### src/rtl/vmicro16_uart_rx_apb_pkg.sv
`default_nettype none
// ---------------------------------------------------------------------------
// vmicro16_uart_rx_apb_pkg : register map, STATUS bits, FSM encodings, flags
// Revision 1.0
// ---------------------------------------------------------------------------
package vmicro16_uart_rx_apb_pkg;

  localparam int UART_DEFAULT_CLKS_PER_BIT = 434;

  localparam logic UART_REG_DATA   = 1'b0;
  localparam logic UART_REG_STATUS = 1'b1;

  localparam int UART_STAT_NOT_EMPTY = 0;
  localparam int UART_STAT_FERR      = 1;
  localparam int UART_STAT_OVR       = 2;
  localparam int UART_STAT_PERR      = 3;
  localparam int UART_STAT_COUNT_LSB = 8;

  localparam logic [2:0] UART_ST_IDLE   = 3'd0;
  localparam logic [2:0] UART_ST_START  = 3'd1;
  localparam logic [2:0] UART_ST_DATA   = 3'd2;
  localparam logic [2:0] UART_ST_PARITY = 3'd3;
  localparam logic [2:0] UART_ST_STOP   = 3'd4;

  typedef struct packed {
    logic perr;
    logic ovr;
    logic ferr;
  } uart_flags_t;

  function automatic logic even_parity(input logic [7:0] d);
    return ^d;
  endfunction

endpackage
`default_nettype wire

### src/rtl/vmicro16_uart_rx_core.sv
`default_nettype none
// ---------------------------------------------------------------------------
// vmicro16_uart_rx_core : rx synchroniser, baud counter and frame FSM
// Optional even parity: VMICRO16_UART_RX_PARITY_EN.   Revision 1.0
// ---------------------------------------------------------------------------
module vmicro16_uart_rx_core
  import vmicro16_uart_rx_apb_pkg::*;
#(
  parameter int CLKS_PER_BIT = UART_DEFAULT_CLKS_PER_BIT
) (
  input  logic       clk,
  input  logic       reset,
  input  logic       rx_i,
  output logic [7:0] byte_o,
  output logic       byte_valid_o,
  output logic       ferr_o,
  output logic       perr_o
);

  localparam int            CW        = $clog2(CLKS_PER_BIT);
  localparam logic [CW-1:0] FULL_TICK = CW'(CLKS_PER_BIT - 1);
  localparam logic [CW-1:0] HALF_TICK = CW'(CLKS_PER_BIT / 2 - 1);

  logic [1:0]    sync_q;
  logic          rx_prev_q;
  logic [2:0]    state_q, state_d;
  logic [CW-1:0] cnt_q, cnt_d;
  logic [2:0]    bit_q, bit_d;
  logic [7:0]    shift_q, shift_d;
  logic          rx_s, tick_full, tick_half, perr_hold;

  assign rx_s      = sync_q[1];
  assign tick_full = (cnt_q == FULL_TICK);
  assign tick_half = (cnt_q == HALF_TICK);
  assign byte_o    = shift_q;

`ifdef VMICRO16_UART_RX_PARITY_EN
  logic perr_flag_q, perr_flag_d;
  assign perr_hold = perr_flag_q;
`else
  assign perr_hold = 1'b0;
`endif

  always_comb begin
    state_d      = state_q;
    cnt_d        = cnt_q + CW'(1);
    bit_d        = bit_q;
    shift_d      = shift_q;
    byte_valid_o = 1'b0;
    ferr_o       = 1'b0;
    perr_o       = 1'b0;
`ifdef VMICRO16_UART_RX_PARITY_EN
    perr_flag_d  = perr_flag_q;
`endif
    case (state_q)
      UART_ST_IDLE: begin
        cnt_d = '0;
        if (rx_prev_q && !rx_s) begin
          state_d = UART_ST_START;
          bit_d   = '0;
`ifdef VMICRO16_UART_RX_PARITY_EN
          perr_flag_d = 1'b0;
`endif
        end
      end
      UART_ST_START: begin
        if (tick_half) begin
          cnt_d   = '0;
          state_d = rx_s ? UART_ST_IDLE : UART_ST_DATA;
        end
      end
      UART_ST_DATA: begin
        if (tick_full) begin
          cnt_d   = '0;
          shift_d = {rx_s, shift_q[7:1]};
          bit_d   = bit_q + 3'd1;
          if (bit_q == 3'd7) begin
`ifdef VMICRO16_UART_RX_PARITY_EN
            state_d = UART_ST_PARITY;
`else
            state_d = UART_ST_STOP;
`endif
          end
        end
      end
`ifdef VMICRO16_UART_RX_PARITY_EN
      UART_ST_PARITY: begin
        if (tick_full) begin
          cnt_d       = '0;
          perr_flag_d = (rx_s != even_parity(shift_q));
          perr_o      = perr_flag_d;
          state_d     = UART_ST_STOP;
        end
      end
`endif
      UART_ST_STOP: begin
        if (tick_full) begin
          cnt_d        = '0;
          state_d      = UART_ST_IDLE;
          byte_valid_o = rx_s && !perr_hold;
          ferr_o       = !rx_s;
        end
      end
      default: begin
        state_d = UART_ST_IDLE;
        cnt_d   = '0;
      end
    endcase
  end

  always_ff @(posedge clk) begin
    if (!reset) begin
      sync_q    <= 2'b11;
      rx_prev_q <= 1'b1;
      state_q   <= UART_ST_IDLE;
      cnt_q     <= '0;
      bit_q     <= '0;
      shift_q   <= '0;
`ifdef VMICRO16_UART_RX_PARITY_EN
      perr_flag_q <= 1'b0;
`endif
    end else begin
      sync_q    <= {sync_q[0], rx_i};
      rx_prev_q <= rx_s;
      state_q   <= state_d;
      cnt_q     <= cnt_d;
      bit_q     <= bit_d;
      shift_q   <= shift_d;
`ifdef VMICRO16_UART_RX_PARITY_EN
      perr_flag_q <= perr_flag_d;
`endif
    end
  end

endmodule
`default_nettype wire

### src/rtl/vmicro16_uart_rx_apb.sv
`default_nettype none
// ---------------------------------------------------------------------------
// vmicro16_uart_rx_apb : APB UART receiver with rx FIFO and sticky flags
// Optional even parity: VMICRO16_UART_RX_PARITY_EN.   Revision 1.0
// ---------------------------------------------------------------------------
module vmicro16_uart_rx_apb
  import vmicro16_uart_rx_apb_pkg::*;
#(
  parameter int BUS_WIDTH    = 16,
  parameter int CLKS_PER_BIT = UART_DEFAULT_CLKS_PER_BIT,
  parameter int FIFO_DEPTH   = 8
) (
  input  logic                 clk,
  input  logic                 reset,
  input  logic [BUS_WIDTH-1:0] S_PADDR,
  input  logic                 S_PWRITE,
  input  logic                 S_PSELx,
  input  logic                 S_PENABLE,
  input  logic [BUS_WIDTH-1:0] S_PWDATA,
  output logic [BUS_WIDTH-1:0] S_PRDATA,
  output logic                 S_PREADY,
  input  logic                 uart_rx,
  output logic                 rx_irq
);

  localparam int            AW       = $clog2(FIFO_DEPTH);
  localparam int            CW       = AW + 1;
  localparam logic [CW-1:0] FULL_CNT = CW'(FIFO_DEPTH);

  logic [7:0] rx_byte;
  logic       rx_valid, rx_ferr, rx_perr;

  vmicro16_uart_rx_core #(
    .CLKS_PER_BIT (CLKS_PER_BIT)
  ) u_core (
    .clk          (clk),
    .reset        (reset),
    .rx_i         (uart_rx),
    .byte_o       (rx_byte),
    .byte_valid_o (rx_valid),
    .ferr_o       (rx_ferr),
    .perr_o       (rx_perr)
  );

  logic [7:0]     mem_q [FIFO_DEPTH];
  logic [AW-1:0]  wr_ptr_q, wr_ptr_d, rd_ptr_q, rd_ptr_d;
  logic [CW-1:0]  count_q, count_d;
  uart_flags_t    flags_q, flags_d, flags_set, flags_clr;
  logic           access, rd_access, wr_access, fifo_empty, fifo_full;
  logic           pop, push, ovr_set;
  logic [BUS_WIDTH-1:0] status;
  logic           unused_bus_bits;

  assign unused_bus_bits = ^{S_PADDR[BUS_WIDTH-1:1], S_PWDATA[BUS_WIDTH-1:4], S_PWDATA[0]};

  assign access     = S_PSELx & S_PENABLE;
  assign rd_access  = access & ~S_PWRITE;
  assign wr_access  = access & S_PWRITE;
  assign S_PREADY   = access;
  assign fifo_empty = (count_q == '0);
  assign fifo_full  = (count_q == FULL_CNT);
  assign rx_irq     = ~fifo_empty;

  // Pop is ordered before push, so a full FIFO still accepts a byte on a read cycle.
  assign pop     = rd_access & (S_PADDR[0] == UART_REG_DATA) & ~fifo_empty;
  assign push    = rx_valid & (~fifo_full | pop);
  assign ovr_set = rx_valid & fifo_full & ~pop;

  assign flags_set = '{perr: rx_perr, ovr: ovr_set, ferr: rx_ferr};
  assign flags_clr = (wr_access && S_PADDR[0] == UART_REG_STATUS)
                   ? uart_flags_t'({S_PWDATA[UART_STAT_PERR], S_PWDATA[UART_STAT_OVR],
                                    S_PWDATA[UART_STAT_FERR]})
                   : uart_flags_t'(3'b000);
  assign flags_d   = flags_set | (flags_q & ~flags_clr);

  always_comb begin
    wr_ptr_d = push ? wr_ptr_q + AW'(1) : wr_ptr_q;
    rd_ptr_d = pop  ? rd_ptr_q + AW'(1) : rd_ptr_q;
    case ({push, pop})
      2'b10:   count_d = count_q + CW'(1);
      2'b01:   count_d = count_q - CW'(1);
      default: count_d = count_q;
    endcase
  end

  always_comb begin
    status = '0;
    status[UART_STAT_COUNT_LSB +: CW] = count_q;
    status[UART_STAT_PERR]            = flags_q.perr;
    status[UART_STAT_OVR]             = flags_q.ovr;
    status[UART_STAT_FERR]            = flags_q.ferr;
    status[UART_STAT_NOT_EMPTY]       = ~fifo_empty;
  end

  // Zero outside a selected read so the interconnect can OR slave outputs.
  always_comb begin
    S_PRDATA = '0;
    if (rd_access) begin
      if (S_PADDR[0] == UART_REG_DATA) begin
        if (!fifo_empty) S_PRDATA[7:0] = mem_q[rd_ptr_q];
      end else begin
        S_PRDATA = status;
      end
    end
  end

  always_ff @(posedge clk) begin
    if (push) mem_q[wr_ptr_q] <= rx_byte;
  end

  always_ff @(posedge clk) begin
    if (!reset) begin
      wr_ptr_q <= '0;
      rd_ptr_q <= '0;
      count_q  <= '0;
      flags_q  <= '0;
    end else begin
      wr_ptr_q <= wr_ptr_d;
      rd_ptr_q <= rd_ptr_d;
      count_q  <= count_d;
      flags_q  <= flags_d;
    end
  end

endmodule
`default_nettype wire
### config.mk
export PLATFORM = sky130hd
export DESIGN_NAME = vmicro16_uart_rx_apb
export DESIGN_NICKNAME = d
export VERILOG_FILES = /design/src/rtl/vmicro16_uart_rx_apb_pkg.sv /design/src/rtl/vmicro16_uart_rx_core.sv /design/src/rtl/vmicro16_uart_rx_apb.sv
export SDC_FILE = /design/constraint.sdc
export NUM_CORES = 1
export LEC_CHECK = 0
export CAP_MARGIN = 20
export CORE_UTILIZATION = 55
export DETAILED_ROUTE_END_ITERATION = 7
export GPL_TIMING_DRIVEN = 0
export PLACE_DENSITY = 0.79
export SYNTH_ARGS = -nofsm -noshare
export SYNTH_HDL_FRONTEND = slang
export SYNTH_SLANG_ARGS = --single-unit
### constraint.sdc
create_clock -name clk -period 2.8 [get_ports clk]
set_input_delay 0.56 -clock clk [delete_from_list [all_inputs] [get_ports clk]]
set_output_delay 0.56 -clock clk [all_outputs]
set_load 0.01 [all_outputs]
# --- Word-level counts from Yosys, hierarchy flattened ---
# Memory sizes are Yosys's and may differ from the RTL's. A register that Yosys moved wholly into a read port is not among the register bits.
# Cells that the tools add are included.
# Widths: inputs -> output; s select.
word_totals:
  ram_bits: 64
  n_memories: 1
  in_bits: 38
  word_cells: 88
  reg_bits: 39
classes:
  addsub: 6
  n_eq_ne: 14
  muxes: 27
  n_reduce_logical: 11
  bitwise: 17
memory_table:
  columns: ["memory", "words", "word_bits", "rd", "rd_ports_with_merged_regs", "wr", "line", "source"]
  rows:
  - ["mem_q", 8, 8, 1, 1, 1, "vmicro16_uart_rx_apb.sv:45", "logic [7:0] mem_q [FIFO_DEPTH];"]
op_table:
  columns: ["cell", "n"]
  rows:
  - ["$mux 3", 10]
  - ["$mux 9", 2]
  - ["$pmux 9 s2", 1]
  - ["$mux 8", 2]
  - ["$mux 12", 1]
  - ["$pmux 3 s4", 1]
  - ["$ne 2x1->1 const B", 5]
  - ["$add 3x1->3 const B", 3]
  - ["$add 9x1->9 const B", 1]
  - ["$eq 9x8->1 const B", 1]
  - ["$eq 9x9->1 const B", 1]
  - ["$and 1x1->1", 8]
  - ["$pmux 4 s2", 1]
  - ["$eq 3x3->1 const B", 2]
  - ["$mux 1", 6]
  - ["$pmux 3 s2", 1]
  - ["$not 1->1", 5]
  - ["$reduce_and 5->1", 1]
  - ["$add 4x1->4 const B", 1]
  - ["$eq 4x4->1 const B", 1]
  - ["$logic_not 4->1", 1]
  - ["$mux 4", 1]
  - ["$reduce_bool 2->1", 2]
  - ["$sub 4x1->4 const B", 1]
  - ["other kinds (15)", 16]

# --- Logic depth before layout (Yosys ltp) ---
logic_depth:
  word_depth: 8
  mapped_depth: 13
  ltp_nobuf: 12

# --- By module ---
# A second synthesis with hierarchy kept.
unflattened:
  hier_cells: 337
  hier_area_um2: 4563.1
by_module_without_submodules:
  columns: ["module", "cells_each", "seq_area_each_um2", "area_each_um2", "instances"]
  rows:
  - ["vmicro16_uart_rx_apb", 208, 2242.2, 3370.7, 1]
  - ["vmicro16_uart_rx_core", 129, 520.5, 1192.4, 1]

# --- Worst setup path after synthesis ---
# OpenSTA, ideal clock, no wires.
synth_timing:
  path_kind: "input -> register"
  from: "input port S_PWRITE"
  to: "register count_q[2]"
  slack_ns: 0.182
  t_arrival_ns: 2.547
  path_stages: 10
  setup_time_ns: 0.071
  cell_sequence: "and4bb_4 > nand3b_1 > nand2_2 > ha_1 > xor2_1 > ha_1 > a21oi_1 > xor2_1 > or3_1 > a21oi_1"
synth_via:
  elab_chain_cells: 8
synth_rtl:
  columns: ["element", "line", "source"]
  rows:
  - ["start: declaration", "vmicro16_uart_rx_apb.sv:16", "input logic S_PWRITE,"]
  - ["$not 1->1 *", "vmicro16_uart_rx_apb.sv:57", "assign rd_access = access & ~S_PWRITE;"]
  - ["$and 1x1->1 *", "vmicro16_uart_rx_apb.sv:57", null]
  - ["$and 1x1->1 * (2 in series)", "vmicro16_uart_rx_apb.sv:65", "assign pop = rd_access & (S_PADDR[0] == UART_REG_DATA) & ~fifo_empty;"]
  - ["$or 1x1->1", "vmicro16_uart_rx_apb.sv:66", "assign push = rx_valid & (~fifo_full | pop);"]
  - ["$and 1x1->1", "vmicro16_uart_rx_apb.sv:66", null]
  - ["$eq 2x1->1 or $eq 2x2->1 (tied branches)", "vmicro16_uart_rx_apb.sv:79", "case ({push, pop})"]
  - ["$pmux 4 s2 or $reduce_bool 2->1 (tied branches)", null, null]
  - ["end signal: assignment", "vmicro16_uart_rx_apb.sv:120", "count_q <= count_d;"]
  - ["end: declaration", "vmicro16_uart_rx_apb.sv:47", "logic [CW-1:0] count_q, count_d;"]
# Every way passes the cells marked *; elsewhere a longest branch is shown, timed or not.
# A chain may end at the register's enable or synchronous reset.

# --- Worst setup path in the final report ---
layout_timing:
  from: "input port S_PENABLE"
  to: "memory mem_q[7][6], enable pin"
layout_via:
  elab_chain_cells: 8
layout_rtl:
  columns: ["element", "line", "source"]
  rows:
  - ["start: declaration", "vmicro16_uart_rx_apb.sv:18", "input logic S_PENABLE,"]
  - ["$and 1x1->1", "vmicro16_uart_rx_apb.sv:56", "assign access = S_PSELx & S_PENABLE;"]
  - ["$and 1x1->1", "vmicro16_uart_rx_apb.sv:57", null]
  - ["$and 1x1->1 (2 in series)", "vmicro16_uart_rx_apb.sv:65", null]
  - ["$or 1x1->1", "vmicro16_uart_rx_apb.sv:66", null]
  - ["$and 1x1->1", "vmicro16_uart_rx_apb.sv:66", null]
  - ["$mux 1", "vmicro16_uart_rx_apb.sv:108", "if (push) mem_q[wr_ptr_q] <= rx_byte;"]
  - ["$mux 1 (not written as such)", "vmicro16_uart_rx_apb.sv:108", null]
  - ["end: declaration", "vmicro16_uart_rx_apb.sv:45", null]
# No other way between the ends.

==> flow_metrics.py <==
metrics = {
    "detailed_routing": {
        "drc": 0,
        "vias": 2780,
        "wl_per_cell_um": 17.6,
        "routed_wl_um": 8670,
        "ant_nets": 0,
        "drtPass1Iterations": 5,
        "drtIter0Drc": 137,
        "via_per_inst": 5.65,
    },
    "clock_network": {
        "hold_buffers": 0,
        "numCtsBuffers": 9,
        "clk_path_buf_depth": 2,
        "cts.clk_slew.worst_paths_ns": 0.10,
        "numClockSinks": 106,
        "cts_tree": "built",
        "clock-root-buffer": "clkbuf_8",
        "worstSkewPairLatency_ns": 0.36,
        "h-tree-depth": 3,
    },
    "logic_synthesis": {
        "synth_seq_cells": 106,
        "synth_most_common_cell": "edfxtp_1",
        "synthSimpleGateAreaFrac_pct": 15.2,
        "synth-edff-count": 64,
        "synthXorXnorAreaFrac_pct": 2.66,
        "synth_flop_cell": "edfxtp_1",
        "synth_cell_types": 55,
        "syn_avg_cell_area_um2": 13.4,
        "yosys.area_share.adder_pct": 2.75,
        "ys_top_cells_by_area": "edfxtp_1 42%, dfxtp_1 18%, mux4_2 7.9%",
        "yosys_warnings": 0,
        "synth_area_mm2": 0.00456,
        "ys_seq_area_share_pct": 60.6,
        "synthArstFlopShare_pct": 0,
        "post-synth-top-area-cell": "edfxtp_1",
        "synthCells": 339,
        "yosys.area.top_type_share_pct": 42.2,
        "synth_top_family_by_area": "simple AND/OR/NAND/NOR gates",
        "ys_top_cells_by_count": "64 x edfxtp_1, 42 x dfxtp_1, 32 x nand2_1",
        "synth_compound_area_share_pct": 5.33,
        "synthMuxAreaShare_pct": 10.1,
    },
    "floorplanning": {
        "placementRows": 32,
        "die_w_um": 93.0,
        "core_area_mm2": 0.00789,
        "ios": 56,
        "dieArea_mm2": 0.00865,
        "die_y_um": 93.0,
        "initial_core_util_pct": 57.8,
    },
    "global_routing": {
        "first_global_vias": 2710,
        "grt_pass1_wl_um": 13600,
        "grt_max_degree": 19,
        "antenna_found_initial": 0,
        "track_usage_pct": 21.5,
        "overflow": 0,
    },
    "final_layout": {
        "area_delta_synth_final_pct": 15.0,
        "stdcell_count": 492,
        "final_nets": 433,
        "n_antenna_cell": 0,
        "fin_area_mm2": 0.00524,
        "drive_gt1_share_pct": 20.3,
    },
    "sta": {
        "hold_viol": 0,
        "slew_headroom_pct": 38.9,
        "tightestPinTransition_ns": 0.912,
        "post-route-period-util_pct": 97.3,
        "timing.final.max_slew_violations": 0,
        "fin_crit_ns": 2.72,
        "fin_skew_ns": 0.00725,
        "setup_viol_count_final": 0,
        "fmax_mhz": 367,
    },
    "worst_setup_path": {
        "crit_chain": "clkdlybuf4s50_1 > and4bb_4 > buf_4 > nand3b_1 > buf_4 > nand3_2 > nor2_1",
        "critPathKind": "in -> reg",
        "cpMostUsedCell": "buf_4",
        "cp.arrival_ns": 2.72,
        "cp_max_fo": 8,
        "end_kind": "register",
        "r2r_cells": 11,
        "required_ns": 2.79,
        "critPathLaunchType": "input pin",
        "cp_slowest_cell": "nor2_1",
        "slowest_delay_ns": 0.73,
    },
    "pwr": {
        "vdd_drop_max_uv": 331,
        "leakagePower_uw": 0.00197,
        "power.density_mw_per_mm2": 486,
    },
    "placement": {
        "detailed_place_hpwl_um": 5880,
        "gp_congestion": 0.826,
        "placed_cells": 468,
        "dpl_cell_area_mm2": 0.00493,
        "port_buffers": 23,
    },
    "min_path": {
        "hold_path_depth": 1,
        "holdCritPathClass": "reg -> reg",
    },
    "run": {
        "drv_cap": 0,
    },
    "status": {
        "outcome": "finished clean",
    },
}
[per-layer routing]
metal	share of wire [%]	track usage, %	routed length (um)
met1	42	27.5	3630
met5	0	0	0
met2	51	36.6	4460
met3	5.3	3.82	456
met4	1.3	8.08	116
[area by class of cell]
| type | count | area, um2 |
|---|---|---|
| inverter | 11 | 41.3 |
| clock inverter | 7 | 51.3 |
| sequential | 106 | 2760 |
| clock buffer | 9 | 124 |
| buffer | 15 | 121 |
| timing repair buffer | 32 | 314 |
| multi-input combinational | 210 | 1700 |
| tap | 102 | 128 |
| fill | 558 | 2650 |
[registers in the layout, indices dropped and copies added, names as in the netlist, 4 cells and up, named ones only]
name / flops
u_core.cnt_q: 9
mem_q: 64
count_q: 4
u_core.byte_o: 8
[report_power, final]
| group | leakage (uW) | total [uW] | switching [uW] | internal, uW |
|---|---|---|---|---|
| clock | 0.0000933 | 853 | 521 | 332 |
| combinational | 0.000944 | 51.8 | 26.6 | 25.2 |
| sequential | 0.000932 | 1640 | 3.30 | 1640 |
| total | 0.00197 | 2540 | 551 | 1990 |
[worst max-delay path: cells and delay by family]
family                 cells  cell delay, ns
buffers and inverters      3            0.84
AND/OR/NAND/NOR            4            1.31
[stage by stage]
stage               power, uW  setup TNS, ns  hold WS [ns]  utilization (%)  setup slack [ns]
global route             2620        -0.0308         0.445             66.4           -0.0308
finish                   2540              0         0.419             66.4            0.0759
global placement         1720         -17.62         0.389             62.4            -0.488
detailed placement       1720         -17.80         0.401             62.5            -0.541
floorplan                1700              0         0.386                -             0.182
CTS                      2560        -0.0467         0.425             65.6           -0.0467
[placed cells by master, fill, tap and decap left out, types with 3 or more instances in the layout]
cell type,instances
mux4_2,16
and4b_1,3
buf_2,3
o21ai_0,4
nor2_1,22
nand2_1,31
clkdlybuf4s50_1,9
dfxtp_1,42
clkbuf_1,3
dlymetal6s2s_1,9
dlygate4sd2_1,5
mux2i_1,10
edfxtp_1,64
nand3_1,9
xnor2_1,3
nand2b_1,6
clkbuf_8,9
o21a_1,3
nor2b_1,4
xor2_1,9
and3_1,3
nor3_2,4
ha_1,8
a21oi_1,21
inv_1,11
buf_4,13
and2_1,5
and4_1,4
buf_6,4
nand4_1,4
conb_1,4
[cells by family after synthesis]
family | after synthesis
AND/OR/NAND/NOR | 117
other | 1
multiplexers | 26
flip-flops | 106
AO/OA/AOI/OAI | 40
adder cells (fa/ha/maj) | 10
buffers and inverters | 26
XOR/XNOR | 13
[path summary, 6_finish.rpt]
kind	from	to	slack, ns
worst max-delay path	S_PENABLE	mem_q[7][6]	0.08
worst min-delay path	u_core.sync_q[0]	u_core.sync_q[1]	0.42
worst max register to register	count_q[0]	count_q[2]	0.17
worst min register to register	u_core.sync_q[0]	u_core.sync_q[1]	0.42
[timing repair]
action                     4_1_cts  5_1_grt
resized for setup               15       12
pin swaps                        1        2
cloned                           0        0
setup endpoints to repair       14       32
setup buffers                    4        4
(Power assumes the default switching activity.)
